## src/rtl/dram_word_adapter.sv

```systemverilog
// dram_word_adapter
//   Bridges a 32-bit CPU word port to the 128-bit line port of dram_controller.
//   Reads fetch the enclosing line and return the selected word. DRAM has no
//   byte mask, so writes are read-modify-write: fetch the line, merge the
//   strobed bytes, then write the whole line back. One CPU request in flight.
//
//   Optional macro DRAM_WORD_ADAPTER_LINEBUF_EN adds a one-line buffer
//   (valid, tag addr[27:4], line). Read hits answer without DRAM traffic,
//   write hits skip the fetch and write the merged line straight through.
//
// Ports
//   ui_clk, sys_rst              clock, synchronous active-low reset
//   cpu_req_valid/ready          CPU request handshake (ready only in IDLE)
//   cpu_req_we/addr/wdata/wstrb  request fields, addr[1:0] and [31:28] ignored
//   cpu_rsp_valid/rdata          one-cycle response pulse, rdata 0 for writes
//   dram_req_en/rdy              DRAM request handshake
//   dram_req_cmd/addr/data       1=read 0=write, line address, write line
//   dram_rsp_en/data             DRAM read line return
//
// State table
//   state      | meaning
//   ST_IDLE    | ready for a CPU request
//   ST_RD_REQ  | line read request presented, waiting for dram_req_rdy
//   ST_RD_WAIT | waiting for the returned line
//   ST_WR_REQ  | merged line write presented, waiting for dram_req_rdy
//   ST_RESP    | one-cycle CPU response pulse

module dram_word_adapter (
    input  logic         ui_clk,
    input  logic         sys_rst,
    input  logic         cpu_req_valid,
    output logic         cpu_req_ready,
    input  logic         cpu_req_we,
    input  logic [31:0]  cpu_req_addr,
    input  logic [31:0]  cpu_req_wdata,
    input  logic [3:0]   cpu_req_wstrb,
    output logic         cpu_rsp_valid,
    output logic [31:0]  cpu_rsp_rdata,
    output logic         dram_req_en,
    input  logic         dram_req_rdy,
    output logic         dram_req_cmd,
    output logic [26:0]  dram_req_addr,
    output logic [127:0] dram_req_data,
    input  logic         dram_rsp_en,
    input  logic [127:0] dram_rsp_data
);

    typedef enum logic [2:0] {
        ST_IDLE    = 3'd0,
        ST_RD_REQ  = 3'd1,
        ST_RD_WAIT = 3'd2,
        ST_WR_REQ  = 3'd3,
        ST_RESP    = 3'd4
    } state_t;

    state_t state, state_nxt;

    logic         we_q;
    logic [23:0]  line_addr_q;
    logic [1:0]   word_sel_q;
    logic [31:0]  wdata_q;
    logic [3:0]   wstrb_q;
    logic [127:0] line_q;

    logic accept;
    logic noop_wr;
    logic buf_hit;
    logic rsp_take;
    logic unused_addr_bits;

    assign unused_addr_bits = ^{cpu_req_addr[31:28], cpu_req_addr[1:0]};

    function automatic logic [31:0] word_of(input logic [127:0] line,
                                            input logic [1:0]   sel);
        return line[{sel, 5'b00000} +: 32];
    endfunction

    function automatic logic [127:0] merge_line(input logic [127:0] line,
                                                input logic [1:0]   sel,
                                                input logic [31:0]  wdata,
                                                input logic [3:0]   wstrb);
        logic [127:0] m;
        m = line;
        for (int b = 0; b < 4; b++) begin
            if (wstrb[b]) begin
                m[{sel, 5'b00000} + 7'(8 * b) +: 8] = wdata[8 * b +: 8];
            end
        end
        return m;
    endfunction

    assign accept   = (state == ST_IDLE) && cpu_req_valid;
    assign noop_wr  = cpu_req_we && (cpu_req_wstrb == 4'b0000);
    assign rsp_take = (state == ST_RD_WAIT) && dram_rsp_en;

`ifdef DRAM_WORD_ADAPTER_LINEBUF_EN
    // line_q doubles as the buffered line; only valid and tag live here.
    logic        buf_valid;
    logic [23:0] buf_tag;

    assign buf_hit = buf_valid && (buf_tag == cpu_req_addr[27:4]);

    always_ff @(posedge ui_clk) begin
        if (!sys_rst) begin
            buf_valid <= 1'b0;
            buf_tag   <= '0;
        end else if (rsp_take) begin
            buf_valid <= 1'b1;
            buf_tag   <= line_addr_q;
        end
    end
`else
    assign buf_hit = 1'b0;
`endif

    always_ff @(posedge ui_clk) begin
        if (!sys_rst) begin
            state <= ST_IDLE;
        end else begin
            state <= state_nxt;
        end
    end

    always_comb begin
        state_nxt     = state;
        cpu_req_ready = 1'b0;
        cpu_rsp_valid = 1'b0;
        dram_req_en   = 1'b0;
        dram_req_cmd  = 1'b0;
        case (state)
            ST_IDLE: begin
                cpu_req_ready = 1'b1;
                if (cpu_req_valid) begin
                    if (noop_wr) begin
                        state_nxt = ST_RESP;
                    end else if (buf_hit) begin
                        state_nxt = cpu_req_we ? ST_WR_REQ : ST_RESP;
                    end else begin
                        state_nxt = ST_RD_REQ;
                    end
                end
            end
            ST_RD_REQ: begin
                dram_req_en  = 1'b1;
                dram_req_cmd = 1'b1;
                if (dram_req_rdy) begin
                    state_nxt = ST_RD_WAIT;
                end
            end
            ST_RD_WAIT: begin
                if (dram_rsp_en) begin
                    state_nxt = we_q ? ST_WR_REQ : ST_RESP;
                end
            end
            ST_WR_REQ: begin
                dram_req_en = 1'b1;
                if (dram_req_rdy) begin
                    state_nxt = ST_RESP;
                end
            end
            ST_RESP: begin
                cpu_rsp_valid = 1'b1;
                state_nxt     = ST_IDLE;
            end
            default: begin
                state_nxt = ST_IDLE;
            end
        endcase
    end

    always_ff @(posedge ui_clk) begin
        if (!sys_rst) begin
            we_q          <= 1'b0;
            line_addr_q   <= '0;
            word_sel_q    <= '0;
            wdata_q       <= '0;
            wstrb_q       <= '0;
            line_q        <= '0;
            cpu_rsp_rdata <= '0;
        end else begin
            if (accept) begin
                we_q          <= cpu_req_we;
                line_addr_q   <= cpu_req_addr[27:4];
                word_sel_q    <= cpu_req_addr[3:2];
                wdata_q       <= cpu_req_wdata;
                wstrb_q       <= cpu_req_wstrb;
                cpu_rsp_rdata <= '0;
                // Buffer hit: serve from / merge into the held line directly.
                if (buf_hit && !noop_wr) begin
                    if (cpu_req_we) begin
                        line_q <= merge_line(line_q, cpu_req_addr[3:2],
                                             cpu_req_wdata, cpu_req_wstrb);
                    end else begin
                        cpu_rsp_rdata <= word_of(line_q, cpu_req_addr[3:2]);
                    end
                end
            end
            if (rsp_take) begin
                if (we_q) begin
                    line_q <= merge_line(dram_rsp_data, word_sel_q, wdata_q, wstrb_q);
                end else begin
                    line_q        <= dram_rsp_data;
                    cpu_rsp_rdata <= word_of(dram_rsp_data, word_sel_q);
                end
            end
        end
    end

    assign dram_req_addr = {line_addr_q, 3'b000};
    assign dram_req_data = line_q;

endmodule
```

## config.mk

```make
export PLATFORM = sky130hd
export DESIGN_NAME = dram_word_adapter
export DESIGN_NICKNAME = d
export VERILOG_FILES = /design/src/rtl/dram_word_adapter.sv
export SDC_FILE = /design/constraint.sdc
export NUM_CORES = 1
export LEC_CHECK = 0
export CAP_MARGIN = 40
export CORE_AREA = 2 2 154 156
export DETAILED_ROUTE_END_ITERATION = 7
export DIE_AREA = 0 0 156 158
export PLACE_DENSITY = 0.9
export SYNTH_ARGS = -nofsm -noshare
export SYNTH_HDL_FRONTEND = slang
export SYNTH_SLANG_ARGS = --single-unit
```

## constraint.sdc

```tcl
create_clock -name ui_clk -period 3.5 [get_ports ui_clk]
set_input_delay 0.35 -clock ui_clk [delete_from_list [all_inputs] [get_ports ui_clk]]
set_output_delay 0.35 -clock ui_clk [all_outputs]
set_load 0.02 [all_outputs]
```

### Yosys cells after proc, flatten, opt, wreduce, memory -nomap -nowiden

Cells that the tools add are included.

| storage, ports and cells | value |
|---|---|
| bits in writable memories | 0 |
| memory bits (read-only) | 0 |
| input bits | 202 |
| output and inout port bits | 191 |
| register bits | 226 |
| memories | 0 |
| latch bits | 0 |
| logic and storage cells | 71 |

| cells by class | value |
|---|---|
| div/mod/pow operators | 0 |
| reduce and logical (&&, ||, !) cells | 7 |
| multipliers | 0 |
| magnitude comparators | 0 |
| bitwise operators | 0 |
| add/subtract/negate cells | 7 |
| shift-type cells | 9 |
| mux-type cells | 32 |
| equal/unequal tests | 8 |

Operator list:

| cell | number |
|---|---|
| 128-bit two-way mux | 14 |
| 128-bit bitwise mux | 4 |
| 8-bit by 9-bit variable shift with 128-bit output, first input constant | 4 |
| 8-bit by 9-bit variable part select with 128-bit output | 4 |
| 128-bit by 8-bit variable part select with 32-bit output | 1 |
| 32-bit two-way mux | 3 |
| 7-bit negator with 9-bit output | 4 |
| 3-bit two-way mux | 6 |
| 7-bit by 5-bit adder with 7-bit output, second input constant | 2 |
| 3-bit case mux with 4 select lines | 1 |
| 2-bit != test, second input constant | 4 |
| 7-bit by 4-bit adder with 7-bit output, second input constant | 1 |
| 3-bit by 2-bit equality test with 1-bit output, second input constant | 2 |
| 4-bit zero test | 1 |
| 1-bit two-way mux | 4 |
| 4-bit AND reduction | 1 |
| 3-bit by 1-bit equality test with 1-bit output, second input constant | 1 |
| 3-bit equality test, second input constant | 1 |
| 1-bit logical AND | 3 |
| 3-bit zero test | 1 |
| 2-bit OR reduction | 1 |

### Logic depth before layout (Yosys ltp)

| depth | value |
|---|---|
| word-level depth | 20 |
| gate-level depth with buffers | 11 |

### Worst setup path before layout

OpenSTA, ideal clock, no wires.

| path | value |
|---|---|
| path kind | flip-flop to flip-flop |
| start | register word_sel_q[1] |
| end | register line_q[38], in the netlist dram_req_data[38] |
| setup slack | 1.193 ns |
| data required time | 3.426 ns |
| arrival | 2.233 ns |
| period minus slack after synthesis | 2.307 ns |
| library setup time | 0.074 ns |
| stages on the path, launching flop included | 12 |
| cells stage by stage | dfxtp_1 buf_2 buf_2 clkbuf_1 inv_1 ha_1 buf_2 and4bb_2 buf_2 buf_2 nand3_1 a31oi_1 |

| between the ends | value |
|---|---|
| word-level cells in the longest chain between the ends | 20 |

RTL lines:

| item | line | text |
|---|---|---|
| from (decl) | 60 | `logic [1:0] word_sel_q;` |
| from (signal assigned) | 184 | `word_sel_q <= cpu_req_addr[3:2];` |
| parallel branches: the longest is 18 deep, another holds 7-bit negator with 9-bit output | -- |  |
| 128-bit two-way mux (*) | 85 | `if (wstrb[b]) begin` |
| 128-bit two-way mux (*) | 199 | `if (we_q) begin` |
| to (signal assigned) | 191 | `line_q <= merge_line(line_q, cpu_req_addr[3:2],` |
| to (signal assigned) | 200 | `line_q <= merge_line(dram_rsp_data, word_sel_q, wdata_q, wstrb_q);` |
| to (signal assigned) | 202 | `line_q <= dram_rsp_data;` |
| to (decl) | 63 | `logic [127:0] line_q;` |

Every way passes the cells marked *. The select of a mux whose other input is x is not followed.
A chain may end at the register's enable or synchronous reset.

### Final worst setup path

| path | value |
|---|---|
| start | register state[0] |
| end | output port dram_req_cmd |

| between the ends | value |
|---|---|
| word-level cells in the longest chain between the ends | 2 |

RTL lines:

| item | line | text |
|---|---|---|
| from (decl) | 56 | `state_t state, state_nxt;` |
| from (signal assigned) | 120 | `state <= state_nxt;` |
| 3-bit by 1-bit equality test with 1-bit output | 130 | `case (state)` |
| 1-bit two-way mux | 130 |  |
| to (decl) | 41 | `output logic dram_req_cmd,` |

Every way passes these cells.

==> impl_metrics.env <==
export IMPL_status="complete, no violations"
export IMPL_crit_family="flip-flops"
export IMPL_crit_chain="nor2b_1 -> and2_1 -> clkdlybuf4s50_1"
export IMPL_die_area_um2=24600
export IMPL_holdCritPathClass="in2reg"
export IMPL_fillCellCount=1813
export IMPL_cts_tree="yes"
export IMPL_drv_cap=0
export IMPL_hold_ws_ns=0.313
export IMPL_vias=11000
export IMPL_initialDrtViolationCount=1066
export IMPL_drc=0
export IMPL_period_share_pct=72.1
export IMPL_grt_use_met2_pct=53.7
export IMPL_yosysWarningCount=0
export IMPL_cts_resized=0
export IMPL_place_area_um2=14000
export IMPL_fin_nets=1666
export IMPL_hold_depth=2
export IMPL_io_buffers=383
export IMPL_critPathKind="reg2out"
export IMPL_synth_area_um2=10300
export IMPL_crit_required_ns=3.15
export IMPL_rows=56
export IMPL_ant_nets=0
export IMPL_worst_pin_slew_ns=0.805
export IMPL_r2r_cells=4
export IMPL_overflow=0
export IMPL_synth_area_top_cells="dfxtp_1 (44%), nand2_1 (8.0%), o21ai_0 (6.3%)"
export IMPL_post_cts_buffers=0
export IMPL_drtPass1Iterations=7
export IMPL_boundaryPins=393
export IMPL_h_tree_depth=1
export IMPL_clock_fmax_ghz=0.396
export IMPL_finalMaxSlewViolations=0
export IMPL_fp_dieH_um=158
export IMPL_final_area_um2=14800
export IMPL_yosysTopAreaCellShare_pct=44.0
export IMPL_dp_hpwl_um=26400
export IMPL_arrival_ns=2.17
export IMPL_power_uw=6710
export IMPL_core_area_um2=23100
export IMPL_synth_largest_area_cell="dfxtp_1"
export IMPL_synth_cell_types=43
export IMPL_grt_antenna_before_repair=0
export IMPL_grt_busiest_layer="met2"
export IMPL_drive_gt1_share_pct=6.03
export IMPL_numCtsBuffers=25
export IMPL_clock_sinks=226
export IMPL_p_leak_uw=0.00536
export IMPL_grt_pass1_wl_um=60000
export IMPL_p_per_area_nw_per_um2=452
export IMPL_antennaDiodeCount=0
export IMPL_cp_end_kind="primary output"
export IMPL_maxSlewHeadroom_pct=46.4
export IMPL_clock_skew_ns=0.00929
export IMPL_drt_total_wl_um=40400
export IMPL_grt_pass1_vias=10700
export IMPL_ys_ff_latch=226
export IMPL_ys_seq_area_share_pct=44.0
export IMPL_grt_setup_unrepaired="no"
export IMPL_synthCells=1160
export IMPL_clock_root_buffer="clkbuf_16"
export IMPL_avgSynthCellArea_um2=8.87
export IMPL_path_buf_inv=1
export IMPL_hold_buffers=0
export IMPL_area_delta_synth_final_pct=44.1
export IMPL_path_depth=3
export IMPL_slowest_delay_ns=0.67
export IMPL_fin_crit_ns=2.52
export IMPL_via_per_inst=6.23
export IMPL_layout_commonest_cell="clkdlybuf4s50_1"
export IMPL_clock_latency_ns=0.52
export IMPL_place_congestion=0.906
export IMPL_grt_max_degree=143
export IMPL_cp_start_kind="flop"
export IMPL_clk_pin_slew_ns=0.06
export IMPL_tns_ns=0
export IMPL_routedWlPerCell_um=22.9
export IMPL_grt_usage_pct=30.9
export IMPL_clk_path_buf_depth=3
export IMPL_finalSetupViolCount=0
export IMPL_most_common_layout_cells="clkdlybuf4s50_1 (382), dfxtp_1 (224), nand2_1 (218)"
export IMPL_final_hold_viol_count=0
export IMPL_start_util_pct=44.6
export IMPL_worstPathMaxFanout=14
export IMPL_slowest_stage="dfxtp_1"
export IMPL_gr_usage_met3_pct=6.05
export IMPL_met1_usage_pct=36.8
export IMPL_vdd_drop_max_mv=0.332
export IMPL_fp_dieW_um=156
area by class of cell:
| type | instances | area, µm² | area share, % |
|---|---|---|---|
| clock buffers | 35 | 703 | 4.74 |
| flip-flops and latches | 226 | 4530 | 30.5 |
| clock inverters | 8 | 100 | 0.675 |
| inverters | 4 | 15.0 | 0.101 |
| multi-input cells | 805 | 5130 | 34.6 |
| repair buffers | 397 | 3990 | 26.9 |
| well taps | 290 | 363 | 2.45 |
through the flow:
stage                     utilization, %  cells  setup slack, ns
final                               64.3   1765            0.976
after global routing                64.3   1765            0.920
after CTS                           64.3   1765            0.960
after detailed placement            60.8   1722             1.14
after global placement              60.8   1721             1.18
after floorplan                        -   1162             1.19
kinds of logic (layout without fill, tap and decap cells):
group	after synthesis	in the layout	share of synthesized area, %
AOI/OAI and AO/OA	397	397	25.0
xor gates and xnor gates	1	1	0.0852
and+or+nand+nor	367	367	16.5
DFF	226	226	44.0
other	1	3	0.0365
buffers and inverters	131	444	6.56
muxes	32	32	7.19
adders and majority gates	5	5	0.608
flip-flops by register name (all words and copies together), names as in the netlist:
register / flops
state: 3
cpu_rsp_rdata: 32
dram_req_data: 128
we_q: 1
wdata_q: 32
wstrb_q: 4
word_sel_q: 2
line_addr_q: 24
per-layer routing:
layer | routed length (µm) | part of all wire [%] | vias to the layer above
met5 | 0 | 0 | -
met4 | 1700 | 4.2 | 0
met3 | 4190 | 10 | 148
met2 | 19800 | 49 | 809
met1 | 14800 | 37 | 5148
li1 | - | - | 4890
report_power, final:
part / leakage, µW / switching, µW / total [µW] / internal [µW]
combinational: 0.00314 / 655 / 1230 / 577
clock: 0.000393 / 1090 / 2640 / 1550
sequential: 0.00184 / 135 / 2840 / 2700
total: 0.00536 / 1880 / 6710 / 4830
cell usage after synthesis:
cell type	instances
a21oi_2	1
nor2b_1	3
buf_4	5
nand3_1	94
mux4_2	27
clkbuf_2	1
nor2_1	3
nor4bb_1	3
nor3_1	1
xor2_1	1
dfxtp_1	226
and4b_1	2
and3b_1	3
buf_2	46
a21boi_1	60
a31oi_1	91
nand2b_1	3
nand2_1	218
nor4b_4	1
buf_1	4
and2_1	3
or4b_1	1
a211o_1	2
nor3b_1	2
nor4b_2	1
mux4_1	5
and2b_1	1
o21ai_0	129
conb_1	1
inv_1	4
and4bb_2	2
buf_6	14
o31ai_1	1
nand4_1	15
and4_1	1
a32oi_1	37
a21oi_1	40
and3_1	10
a21boi_0	3
a32o_1	32
a41oi_1	1
ha_1	5
clkbuf_1	57
worst register-to-register path, stage by stage (launching register included):
cell and delay, ns:
dfxtp_2 0.68, buf_4 0.63, and4_1 0.66, a32oi_1 0.19
a21oi_1 0.19
final timing paths:
path	slack (ns)	start	to
setup reg to reg	1.08	word_sel_q[1]	dram_req_data[105]
setup / recovery	0.98	state[0]	dram_req_cmd
hold / removal	0.31	sys_rst	line_addr_q[0]
hold reg to reg	0.45	line_addr_q[4]	line_addr_q[4]
No activity file was read; power rests on OpenSTA's default activity.
